File: src/rtl/fir_out_buf_pkg.sv
// Shared widths, sample type and pointer sizing for the FIR output buffer.
// Optional drop counter is enabled in the top level by FIR_OUT_BUF_CNT_EN.
package fir_out_buf_pkg;

    localparam int SAMPLE_W   = 16;
    localparam int DEF_DEPTH  = 8;
    localparam int DROP_CNT_W = 8;
    // Decimation counter width covers the largest supported factor (255).
    localparam int DCNT_W     = 8;

    typedef logic [SAMPLE_W-1:0] sample_t;

    function automatic int ptr_w(input int depth);
        return (depth > 1) ? $clog2(depth) : 1;
    endfunction

endpackage

File: src/rtl/fir_out_buf_mem.sv
// Storage array for the output FIFO: one write port, asynchronous read.
// Latency: written data readable the cycle after the write edge.
// Backpressure: none; the caller gates wr_vld.
module fir_out_buf_mem
    import fir_out_buf_pkg::*;
#(
    parameter int WIDTH = SAMPLE_W,
    parameter int DEPTH = DEF_DEPTH,
    parameter int AW    = ptr_w(DEF_DEPTH)
) (
    input  logic             clk,
    input  logic             rst,
    input  logic             wr_vld,
    input  logic [AW-1:0]    wr_ptr,
    input  logic [WIDTH-1:0] wr_dat,
    input  logic [AW-1:0]    rd_ptr,
    output logic [WIDTH-1:0] rd_dat
);

    logic [WIDTH-1:0] mem_q [DEPTH];
    logic [WIDTH-1:0] mem_d [DEPTH];

    always_comb begin
        mem_d = mem_q;
        if (wr_vld) begin
            mem_d[wr_ptr] = wr_dat;
        end
    end

    always_ff @(posedge clk or posedge rst) begin
        if (rst) begin
            for (int i = 0; i < DEPTH; i++) begin
                mem_q[i] <= '0;
            end
        end else begin
            mem_q <= mem_d;
        end
    end

    assign rd_dat = mem_q[rd_ptr];

endmodule

File: src/rtl/fir_out_buf.sv
// Decimating FWFT output buffer behind the FIR filter; FIR_OUT_BUF_CNT_EN adds DROP_CNT.
// Latency: a kept sample is on DOUT with VOUT=1 one cycle after its input edge.
// Backpressure: none upstream; kept samples arriving while full are dropped and flagged on OVF.
module fir_out_buf
    import fir_out_buf_pkg::*;
#(
    parameter int WIDTH = SAMPLE_W,
    parameter int DEPTH = DEF_DEPTH,
    parameter int DECIM = 1
) (
    input  logic                       CLK,
    input  logic                       RST,
    input  logic                       CLR,
    input  logic [WIDTH-1:0]           DIN,
    input  logic                       VIN,
    output logic [WIDTH-1:0]           DOUT,
    output logic                       VOUT,
    input  logic                       READY,
    output logic [$clog2(DEPTH):0]     LEVEL,
`ifdef FIR_OUT_BUF_CNT_EN
    output logic [DROP_CNT_W-1:0]      DROP_CNT,
`endif
    output logic                       OVF
);

    localparam int AW = ptr_w(DEPTH);
    localparam int LW = $clog2(DEPTH) + 1;

    localparam logic [DCNT_W-1:0] DCNT_LAST  = DCNT_W'(DECIM - 1);
    localparam logic [LW-1:0]     LEVEL_FULL = LW'(DEPTH);

    logic [DCNT_W-1:0] dcnt_q, dcnt_d;
    logic [AW-1:0]     wr_ptr_q, wr_ptr_d;
    logic [AW-1:0]     rd_ptr_q, rd_ptr_d;
    logic [LW-1:0]     level_q, level_d;
    logic              ovf_q, ovf_d;

    logic              empty;
    logic              full;
    logic              kept;
    logic              pop;
    logic              push;
    logic              drop;

    // CLR masks every datapath action so a flush cycle never writes or reads.
    always_comb begin
        empty = (level_q == '0);
        full  = (level_q == LEVEL_FULL);
        kept  = VIN && (dcnt_q == '0);
        pop   = !CLR && !empty && READY;
        push  = !CLR && kept && (!full || pop);
        drop  = !CLR && kept && full && !pop;
    end

    always_comb begin
        dcnt_d   = dcnt_q;
        wr_ptr_d = wr_ptr_q;
        rd_ptr_d = rd_ptr_q;
        level_d  = level_q;
        ovf_d    = ovf_q;
        if (CLR) begin
            dcnt_d   = '0;
            wr_ptr_d = '0;
            rd_ptr_d = '0;
            level_d  = '0;
            ovf_d    = 1'b0;
        end else begin
            // The counter advances on every valid sample, dropped or not.
            if (VIN) begin
                dcnt_d = (dcnt_q == DCNT_LAST) ? '0 : dcnt_q + DCNT_W'(1);
            end
            if (push) begin
                wr_ptr_d = wr_ptr_q + AW'(1);
            end
            if (pop) begin
                rd_ptr_d = rd_ptr_q + AW'(1);
            end
            case ({push, pop})
                2'b10:   level_d = level_q + LW'(1);
                2'b01:   level_d = level_q - LW'(1);
                default: level_d = level_q;
            endcase
            if (drop) begin
                ovf_d = 1'b1;
            end
        end
    end

    always_ff @(posedge CLK or posedge RST) begin
        if (RST) begin
            dcnt_q   <= '0;
            wr_ptr_q <= '0;
            rd_ptr_q <= '0;
            level_q  <= '0;
            ovf_q    <= 1'b0;
        end else begin
            dcnt_q   <= dcnt_d;
            wr_ptr_q <= wr_ptr_d;
            rd_ptr_q <= rd_ptr_d;
            level_q  <= level_d;
            ovf_q    <= ovf_d;
        end
    end

    fir_out_buf_mem #(
        .WIDTH (WIDTH),
        .DEPTH (DEPTH),
        .AW    (AW)
    ) u_mem (
        .clk    (CLK),
        .rst    (RST),
        .wr_vld (push),
        .wr_ptr (wr_ptr_q),
        .wr_dat (DIN),
        .rd_ptr (rd_ptr_q),
        .rd_dat (DOUT)
    );

    assign VOUT  = !empty;
    assign LEVEL = level_q;
    assign OVF   = ovf_q;

`ifdef FIR_OUT_BUF_CNT_EN
    logic [DROP_CNT_W-1:0] drop_cnt_q, drop_cnt_d;

    always_comb begin
        drop_cnt_d = drop_cnt_q;
        if (CLR) begin
            drop_cnt_d = '0;
        end else if (drop && (drop_cnt_q != '1)) begin
            drop_cnt_d = drop_cnt_q + DROP_CNT_W'(1);
        end
    end

    always_ff @(posedge CLK or posedge RST) begin
        if (RST) begin
            drop_cnt_q <= '0;
        end else begin
            drop_cnt_q <= drop_cnt_d;
        end
    end

    assign DROP_CNT = drop_cnt_q;
`endif

endmodule

File: config.mk
export PLATFORM = sky130hd
export DESIGN_NAME = fir_out_buf
export DESIGN_NICKNAME = d
export VERILOG_FILES = /design/src/rtl/fir_out_buf_pkg.sv /design/src/rtl/fir_out_buf_mem.sv /design/src/rtl/fir_out_buf.sv
export SDC_FILE = /design/constraint.sdc
export NUM_CORES = 1
export LEC_CHECK = 0
export CAP_MARGIN = 20
export CORE_MARGIN = 3
export CORE_UTILIZATION = 51
export DETAILED_ROUTE_END_ITERATION = 12
export GPL_TIMING_DRIVEN = 0
export PLACE_DENSITY = 0.73
export SYNTH_ARGS = -nofsm -noshare
export SYNTH_HDL_FRONTEND = slang
export SYNTH_SLANG_ARGS = --single-unit
File: constraint.sdc
create_clock -name CLK -period 4.4 [get_ports CLK]
set_input_delay 0.44 -clock CLK [delete_from_list [all_inputs] [get_ports CLK]]
set_output_delay 0.44 -clock CLK [all_outputs]
set_load 0.1 [all_outputs]
== Word-level counts from Yosys, hierarchy flattened ==
Index checks and enable logic that the tools add are counted.

* Input port bits: 21
* Memories: 0
* Bits in latches: 0
* Register bits after elaboration: 147
* Bits in read-only memories: 0
* Memory bits (writable): 0

* Reductions and logical operators: 20
* Shifts and indexed selects: 0
* Eq/ne operators: 3
* $mul: 0
* Divide/modulo/power cells: 0
* $lt $le $gt $ge: 3
* Bitwise gates (word level): 2
* Add/subtract/negate cells: 5
* Multiplexer cells: 17

{| class="wikitable"
|+ Operators with widths
! cell !! number
|-
| $bwmux W128 || 1
|-
| $bmux W16 S3 || 1
|-
| $demux W16 S3 || 1
|-
| $mux W16 || 3
|-
| $mux W8 || 3
|-
| $mux W3 || 4
|-
| $add A8 B1 Y8 const B || 1
|-
| $ge A4 B4 Y1 const B || 2
|-
| $logic_and A1 B1 Y1 || 8
|-
| $logic_not A8 Y1 || 1
|-
| $not A3 Y4 || 2
|-
| $pmux W4 S2 || 1
|-
| $reduce_bool A2 Y1 || 4
|-
| $add A3 B1 Y3 const B || 2
|-
| $add A4 B1 Y4 const B || 1
|-
| $eq A4 B4 Y1 const B || 1
|-
| $logic_not A1 Y1 || 4
|-
| $logic_not A4 Y1 || 1
|-
| $lt A4 B1 Y1 const B || 1
|-
| $mux W4 || 1
|-
| $sub A4 B1 Y4 const B || 1
|-
| $reduce_bool A3 Y1 || 1
|-
| $eq A2 B1 Y1 const B || 1
|-
| $eq A2 B2 Y1 const B || 1
|-
| 2 further kinds || 3
|}

== Logic depth before layout (Yosys ltp) ==
Gate-level depths: netlist (run 1).

* Depth after elaboration: 9
* Gate-level depth with buffers: 12

== By module ==
From an unflattened synthesis (run 1), not the netlist that was laid out.

* Cells, all modules: 470
* Area total of the unflattened synthesis: 7243.2 um^2

{| class="wikitable"
|+ Modules (own cells, without submodules)
! module !! times used !! area each (um^2) !! sequential area each (um^2) !! cells each
|-
| fir_out_buf_mem || 1 || 6024.5 || 3203.1 || 338
|-
| fir_out_buf || 1 || 1218.7 || 475.5 || 132
|}

== Least setup slack after synthesis (run 1) ==
Ideal clock, no wire load.

* Path type: register to register
* From: register level_q[0], in the netlist LEVEL[0]
* To: register level_q[3], in the netlist LEVEL[3]
* Clock period less this slack: 3.274 ns
* Cell stages (with the launch flop): 11
* Arrival: 3.149 ns
* Buffers on the path: 0
* Slack: 1.126 ns
* Required time: 4.275 ns
* Cell sequence: dfrtp_1 > or4_4 > nor2b_1 > nand2_1 > inv_1 > ha_1 > o21ai_0 > a41o_1 > nand4b_1 > o21ai_1 > mux2_2

* Longest elaborated chain between the ends: 9
* Elaborated cells on any way between the ends: 15
* Those cells by class: add/sub: 2; eq/ne: 3; mux: 2; reduce/logical: 8

{| class="wikitable"
|+ RTL lines
! element !! line !! source
|-
| start, declared || fir_out_buf.sv:35 || <nowiki>logic [LW-1:0] level_q, level_d;</nowiki>
|-
| start signal, assigned || fir_out_buf.sv:100 || <nowiki>level_q <= level_d;</nowiki>
|-
| $logic_not A4 Y1 * || fir_out_buf.sv:47 || <nowiki>empty = (level_q == '0);</nowiki>
|-
| $logic_not A1 Y1 * || -- ||
|-
| named net VOUT || fir_out_buf.sv:17 || <nowiki>output logic VOUT,</nowiki>
|-
| $logic_and A1 B1 Y1 * (2 in a row) || fir_out_buf.sv:50 || <nowiki>pop = !CLR && !empty && READY;</nowiki>
|-
| $logic_or A1 B1 Y1 || fir_out_buf.sv:51 || <nowiki>push = !CLR && kept && (!full || pop);</nowiki>
|-
| $logic_and A1 B1 Y1 || fir_out_buf.sv:51 ||
|-
| $eq A2 B1 Y1 / $eq A2 B2 Y1 (equally long branches) || fir_out_buf.sv:78 || <nowiki>case ({push, pop})</nowiki>
|-
| $pmux W4 S2 || fir_out_buf.sv:78 ||
|-
| $mux W4 || fir_out_buf.sv:61 || <nowiki>if (CLR) begin</nowiki>
|}

Mark *: on every way through the listed nets, which the timed path passes. The rest lies on a longest branch.
A chain may end at the register's enable or synchronous reset.

== Worst setup path after layout (run 1) ==
* From: register rd_ptr_q[1]
* To: output DOUT[13]

* Longest elaborated chain between the ends: 4

{| class="wikitable"
|+ RTL lines
! element !! line !! source
|-
| start, declared || fir_out_buf.sv:34 || <nowiki>logic [AW-1:0] rd_ptr_q, rd_ptr_d;</nowiki>
|-
| start signal, assigned || fir_out_buf.sv:99 || <nowiki>rd_ptr_q <= rd_ptr_d;</nowiki>
|-
| $not A3 Y4 (implied by the code) || fir_out_buf_mem.sv:40 || <nowiki>assign rd_dat = mem_q[rd_ptr];</nowiki>
|-
| $bmux W16 S3 || fir_out_buf_mem.sv:40 ||
|-
| $mux W16 (implied by the code) (2 in a row) || fir_out_buf_mem.sv:40 ||
|-
| end, declared || fir_out_buf.sv:16 || <nowiki>output logic [WIDTH-1:0] DOUT,</nowiki>
|}

No other way between the ends. The select of a mux whose other input is x is not followed.

==> impl_metrics.yaml, run 1 <==
setup_path:
  critPathArrivalTime_ns: 3.43
  slowest_stage: "clkdlybuf4s50_1"
  cp_max_fo: 10
  worstSetupPathType: "register to output port"
  r2r_cells: 12
  end_kind: "output port"
  critPathRequiredTime_ns: 3.96
  ff2ff_setup_slack_ns: 1.54
  timing.rr.start: "dcnt_q[0]"
  worstPathCellList: "clkbuf_1 -> clkbuf_1 -> mux4_2 -> mux2_2 -> clkdlybuf4s50_1"
  startpoint_type: "register"
  slowest_delay_ns: 0.97
  path_common_cell: "clkbuf_1"
  worstReg2RegEnd: "LEVEL[3]"
detailed_routing:
  wirelength_um: 14500
  ant_nets: 0
  vias: 4078
  vias_per_cell: 5.74
  dr.pass1.iters: 4
  drc: 0
  first_iter_violations: 187
  wl_per_cell_um: 20.4
synthesis:
  syn-instance-count: 461
  synthesis.area_um2: 7060
  synth_area_leaders: "dfrtp_1 (52%), mux2_2 (21%), mux4_2 (10%)"
  ys_types: 49
  syn_nets: 488
  synth_async_sr_flop_share_pct: 100
  yosysTopAreaCell: "dfrtp_1"
  seq_area_frac_synth_pct: 52.1
  ys_warn_count: 0
  ys_ff_latch: 147
  synth_edf_count: 0
  synthFlopType: "dfrtp_1"
  syn_avg_cell_area_um2: 15.3
  synth_top_area_share_pct: 52.1
flow_run:
  cap_violations: 0
finish:
  area_growth_pct: 17.6
  postLayoutCoreUtil_pct: 62.0
  nets: 550
  mostFrequentLayoutCells: "dfrtp_1 (147), mux2_2 (134), clkdlybuf4s50_1 (42)"
  drive_above_1_share_pct: 43.6
  final_common_cell: "dfrtp_1"
  diodes: 0
clock_network:
  cts_root_buf: "clkbuf_16"
  clockBufferDepth: 2
  clk_pin_slew_worst_paths_ns: 0.05
  cts_tree: "yes"
  cts_setup_buffers: 0
  ctsResizeCount: 0
  worstSkewPairLatency_ns: 0.43
  cts_buffers: 17
  cts-htree-levels: 4
  cts.hold.buffers_added: 0
  cts.sinks: 147
global_routing:
  grt_antenna_before_repair: 0
  grt_use_total_pct: 20.9
  overflow: 0
  grt_pass1_vias: 4520
  grt_pass1_wl_um: 23700
  grt_max_degree: 109
sta:
  worstMarginPinSlew_ns: 0.974
  layout_setup_ws_ns: 0.526
  hold-worst-slack_ns: 0.383
  setup_viol: 0
  rsz0062_at_grt: "no"
  max_freq_mhz: 258
  final-hold-violation-count: 0
  period_minus_slack_ns: 3.87
  finalCritPeriodShare_pct: 88.0
  skew_ns: 0.00546
  maxSlewViolCount: 0
  relSlewSlack_pct: 34.9
power_and_ir_drop:
  swShare_pct: 34.4
  p_sw_w: 0.00161
  clkPwrFrac_pct: 29.8
  power.density_nw_per_um2: 562
  intPower_w: 0.00307
  pwr-share-seq_pct: 37.2
  power.leakage_nw: 3.80
  worst_ir_drop_vdd_mv: 0.476
  power.total_w: 0.00467
  pwr-share-comb_pct: 33.1
place:
  hpwl_um: 9460
  io_buffers: 42
  gp_congestion: 0.713
  dp_slack_ns: 0.985
floorplanning:
  num_io_pins: 43
  initial_core_util_pct: 52.7
  core_area_um2: 13400
  die_y_um: 124
  die_w_um: 124
  row_count: 42
  die-area_um2: 15300
worst_hold_path:
  hold_path_class: "input pin to asynchronous set/reset pin"
outcome:
  status: "completed"
[worst max-delay path, delay by kind of cell, from the launching register on]
family                 cells  cell delay [ns]
multiplexers               2             0.70
buffers and inverters      3             1.95
flip-flops                 1             0.35
[layout make-up]
class,instances,area (um2)
Clock inverter,3,42.5
Fill cell,1036,5090
Clock buffer,28,527
Tap cell,176,220
Sequential cell,147,3680
Inverter,5,23.8
Multi-Input combinational cell,284,3190
Buffer,25,175
Timing Repair Buffer,43,448
[synth_stat cells (all sizes together) (2+ instances only)]
master and n:
or3 4, xnor2 2, nand3 9, nand2 10, nor2b 4, dfrtp 147, and2 2, nor4b 2
xor2 5, ha 6, mux2i 3, a31oi 3, mux4 32, nand4 5, nor2 17, inv 5
nand3b 2, o21ai 8, mux2 145, clkbuf 9, nor3 3, buf 16, nand2b 3, nand4b 3
a21oi 8, and3 2
[logic make-up (layout without fill, tap and decap cells)]
family	after synthesis	in the layout	share of synthesized area, %
flip-flops	147	147	52.1
AO/OA/AOI/OAI	23	23	1.88
buffers and inverters	30	104	2.75
adder cells (fa/ha/maj)	6	6	1.06
multiplexers	180	180	34.3
XOR/XNOR	7	7	0.868
AND/OR/NAND/NOR	68	68	7.09
[worst max-delay path by stage]
stage,from,end,cells after the start
after floorplan,RST,LEVEL[0],1
after global placement,RST,u_mem.mem_q[26],2
after detailed placement,rd_ptr_q[0],DOUT[15],5
after CTS,rd_ptr_q[0],DOUT[13],5
after global routing,rd_ptr_q[0],DOUT[11],5
final,rd_ptr_q[1],DOUT[13],5
[flip-flops by register name, indices dropped and copies added, names as in the netlist]
| register | count |
|---|---|
| u_mem.mem_q | 128 |
| dcnt_q | 8 |
| LEVEL | 4 |
| rd_ptr_q | 3 |
| wr_ptr_q | 3 |
| OVF | 1 |
[power groups by stage]
stage	Sequential (W)	Combinational [W]	Clock (W)
CTS	0.00174	0.00156	0.00141
global route	0.00177	0.00162	0.00146
detailed placement	0.00176	0.00156	0
finish	0.00174	0.00154	0.00139
global placement	0.00174	0.00152	0
floorplan	0.00176	0.00121	0
[routing by layer]
layer	GRT usage, %	wire [um]
met5	0	0
met4	6.44	176
met3	4.90	495
met2	34.9	7410
met1	27.3	6430
[per-stage QoR]
| step | setup TNS (ns) | cells | instance area, um2 |
|---|---|---|---|
| final | 0 | 711 | 8310 |
| after floorplan | 0 | 461 | 7060 |
| after global placement | -247.79 | 679 | 7700 |
| after CTS | 0 | 711 | 8310 |
| after detailed placement | 0 | 680 | 7740 |
| after global routing | 0 | 711 | 8310 |
Power figures use the tool's default switching activity.
==> run 2, diff against run 1 <==
--- a/config.mk
+++ b/config.mk
@@ -5,7 +5,6 @@
 export SDC_FILE = /design/constraint.sdc
 export NUM_CORES = 1
 export LEC_CHECK = 0
-export CAP_MARGIN = 20
 export CORE_MARGIN = 3
 export CORE_UTILIZATION = 51
 export DETAILED_ROUTE_END_ITERATION = 12
==> results of run 2 <==
The final DEF is identical to that of run 1; final timing and power are the same.
==> run 3, diff against run 2 <==
--- a/config.mk
+++ b/config.mk
@@ -5,11 +5,13 @@
 export SDC_FILE = /design/constraint.sdc
 export NUM_CORES = 1
 export LEC_CHECK = 0
+export ABC_AREA = 1
 export CORE_MARGIN = 3
 export CORE_UTILIZATION = 51
 export DETAILED_ROUTE_END_ITERATION = 12
 export GPL_TIMING_DRIVEN = 0
 export PLACE_DENSITY = 0.73
+export REMOVE_ABC_BUFFERS = 1
 export SYNTH_ARGS = -nofsm -noshare
 export SYNTH_HDL_FRONTEND = slang
 export SYNTH_SLANG_ARGS = --single-unit
==> run 3 against run 2 <==
Synthesized cell count rose by 76%. Via count rose by 40%. Wire length is 10% higher. Power is 18% higher. Critical endpoint is now DOUT[7]. Clock-buffer cell count down 7. Setup slack got worse by 0.34 ns. Area after synthesis is 1.3% lower. Sequential power up 5%. Hold slack improved by 0.027 ns. Clock skew hardly changed. First-iteration DRC count rose to 3.0 times the previous value. Combinational power grew 45%.
==> impl_metrics.yaml, run 3 <==
global_routing:
  grt_max_degree: 104
  grt_use_total_pct: 23.0
  grt_pass1_wl_um: 27000
  grt_antenna_before_repair: 0
  overflow: 0
  grt_pass1_vias: 5590
finish:
  final_common_cell: "nand2_1"
  mostFrequentLayoutCells: "nand2_1 (158), dfrtp_1 (145), nor2_1 (122)"
  final_area_um2: 7980
  diodes: 0
  area_growth_pct: 14.5
  top_register: "u_mem.mem_q"
  nets: 857
  largest_register_ffs: 128
  final_cells: 1018
  drive_above_1_share_pct: 8.79
floorplanning:
  core_area_um2: 13300
  die_w_um: 123
  die-area_um2: 15100
  die_y_um: 123
  num_io_pins: 43
  row_count: 42
  initial_core_util_pct: 52.4
clock_network:
  clockBufferDepth: 2
  cts.hold.buffers_added: 0
  cts_root_buf: "clkbuf_16"
  cts-htree-levels: 4
  clk_pin_slew_worst_paths_ns: 0.06
  cts_buffers: 17
  worstSkewPairLatency_ns: 0.42
  cts_tree: "yes"
  cts.sinks: 147
synthesis:
  synthesis.area_um2: 6970
  yosysMostFrequentCell: "nand2_1"
  synth_top_area_share_pct: 52.8
  syn-instance-count: 811
  seq_area_frac_synth_pct: 52.8
  synth_async_sr_flop_share_pct: 100
  synth_edf_count: 0
  ys_warn_count: 0
  syn_avg_cell_area_um2: 8.60
  yosysTopAreaCell: "dfrtp_1"
  synthFlopType: "dfrtp_1"
  ys_types: 33
  ys_ff_latch: 147
  synthTopCellsByCount: "nand2_1 (158), dfrtp_1 (147), nor2_1 (122)"
  synth_area_leaders: "dfrtp_1 (53%), o21ai_0 (8.7%), nand2_1 (8.5%)"
detailed_routing:
  ant_nets: 0
  wl_per_cell_um: 15.7
  drc: 0
  vias_per_cell: 5.61
  vias: 5708
  dr.pass1.iters: 5
  wirelength_um: 16000
  first_iter_violations: 561
place:
  io_buffers: 42
  gp_congestion: 0.895
  dp.cells: 984
  placed_area_um2: 7360
  dp_slack_ns: -0.111
  hpwl_um: 8980
sta:
  hold-worst-slack_ns: 0.410
  final-hold-violation-count: 0
  layout_setup_ws_ns: 0.181
  relSlewSlack_pct: 15.6
  worstMarginPinSlew_ns: 1.26
  rsz0062_at_grt: "no"
  finalSetupTns_ns: 0
  period_minus_slack_ns: 4.22
  finalCritPeriodShare_pct: 95.9
  skew_ns: 0.00588
  setup_viol: 0
  maxSlewViolCount: 0
  max_freq_mhz: 237
setup_path:
  timing.rr.start: "dcnt_q[0]"
  worstSetupPathType: "register to output port"
  ff2ff_setup_slack_ns: 1.45
  endpoint: "DOUT[7]"
  critPathRequiredTime_ns: 3.96
  end_kind: "output port"
  critPathArrivalTime_ns: 3.78
  cp_max_fo: 35
  worstReg2RegEnd: "u_mem.mem_q[104]"
  r2r_cells: 8
  crit_start: "rd_ptr_q[1]"
  startpoint_type: "register"
power_and_ir_drop:
  power.density_nw_per_um2: 691
  worst_ir_drop_vdd_mv: 0.555
  power.leakage_nw: 3.65
outcome:
  status: "completed"
worst_hold_path:
  hold_path_class: "input pin to asynchronous set/reset pin"
flow_run:
  cap_violations: 0
run 3: changes by cell type after synthesis, moves of 32 or more:
cell / previous run / this run
mux2_2: 134 / 0
mux4_2: 32 / 0
nand2_1: 10 / 158
o21ai_1: 1 / 68
inv_1: 5 / 39
nor2_1: 14 / 122
o21ai_0: 7 / 121
run 3: cell type report:
class / instances / area, um2
sequential: 147 / 3680
timing repair inverter: 1 / 5.00
timing repair buffer: 46 / 488
clock inverter: 10 / 133
inverter: 46 / 184
clock buffer: 21 / 460
tap: 176 / 220
fill: 1101 / 5310
multi-input combinational: 571 / 2810
run 3: critical path, stage by stage, from the launching register on:
cell and delay (ns):
dfrtp_2 0.91, clkinvlp_4 0.71, nor2_1 0.21, o21ai_0 0.09, a31oi_1 0.23, clkdlybuf4s50_1 1.19
run 3: power by group:
part	switching [W]	total (W)	internal, W
Clock	0.000539	0.00145	0.000913
Combinational	0.00164	0.00223	0.000592
Sequential	0.000214	0.00183	0.00161
run 3: how the worst min path moves through the flow:
stage	startpoint	endpoint	slack, ns	cells after the start
after CTS	RST	u_mem.mem_q[41]	0.42	2
final	RST	u_mem.mem_q[56]	0.41	2
after global routing	RST	u_mem.mem_q[41]	0.44	2
after floorplan	u_mem.mem_q[100]	u_mem.mem_q[100]	0.45	2
after detailed placement	u_mem.mem_q[29]	u_mem.mem_q[29]	0.46	2
after global placement	u_mem.mem_q[18]	u_mem.mem_q[18]	0.46	2
run 3: logic make-up (layout without fill, tap and decap cells):
kind of cell / count (synthesis) / after routing / synth area share [%]
fa+ha+maj: 6 / 6 / 1.08
buf+inv: 93 / 124 / 6.91
simple gates: 311 / 311 / 19.4
flops: 147 / 147 / 52.8
mux: 1 / 1 / 0.144
xor+xnor: 2 / 2 / 0.251
compound gates: 251 / 251 / 19.5
run 3: metal layers:
metal	share of wire (%)	track usage [%]
met2	50	39.4
met3	5.6	4.67
met1	43	29.2
met5	0	0
met4	1.0	7.77
run 3: what timing repair did:
action / CTS / global route
resized for setup: 2 / 3
setup endpoints to repair: 16 / 16
setup buffers: 2 / 0
cloned: 1 / 0
run 3: metrics by stage:
| step | power [W] | utilization [%] |
|---|---|---|
| 2_1_floorplan | 0.00353 | - |
| 3_3_place_gp | 0.00402 | 54.9 |
| 3_5_place_dp | 0.00407 | 55.3 |
| 4_1_cts | 0.00554 | 60.0 |
| 5_1_grt | 0.00580 | 60.0 |
| 6_report | 0.00551 | 60.0 |
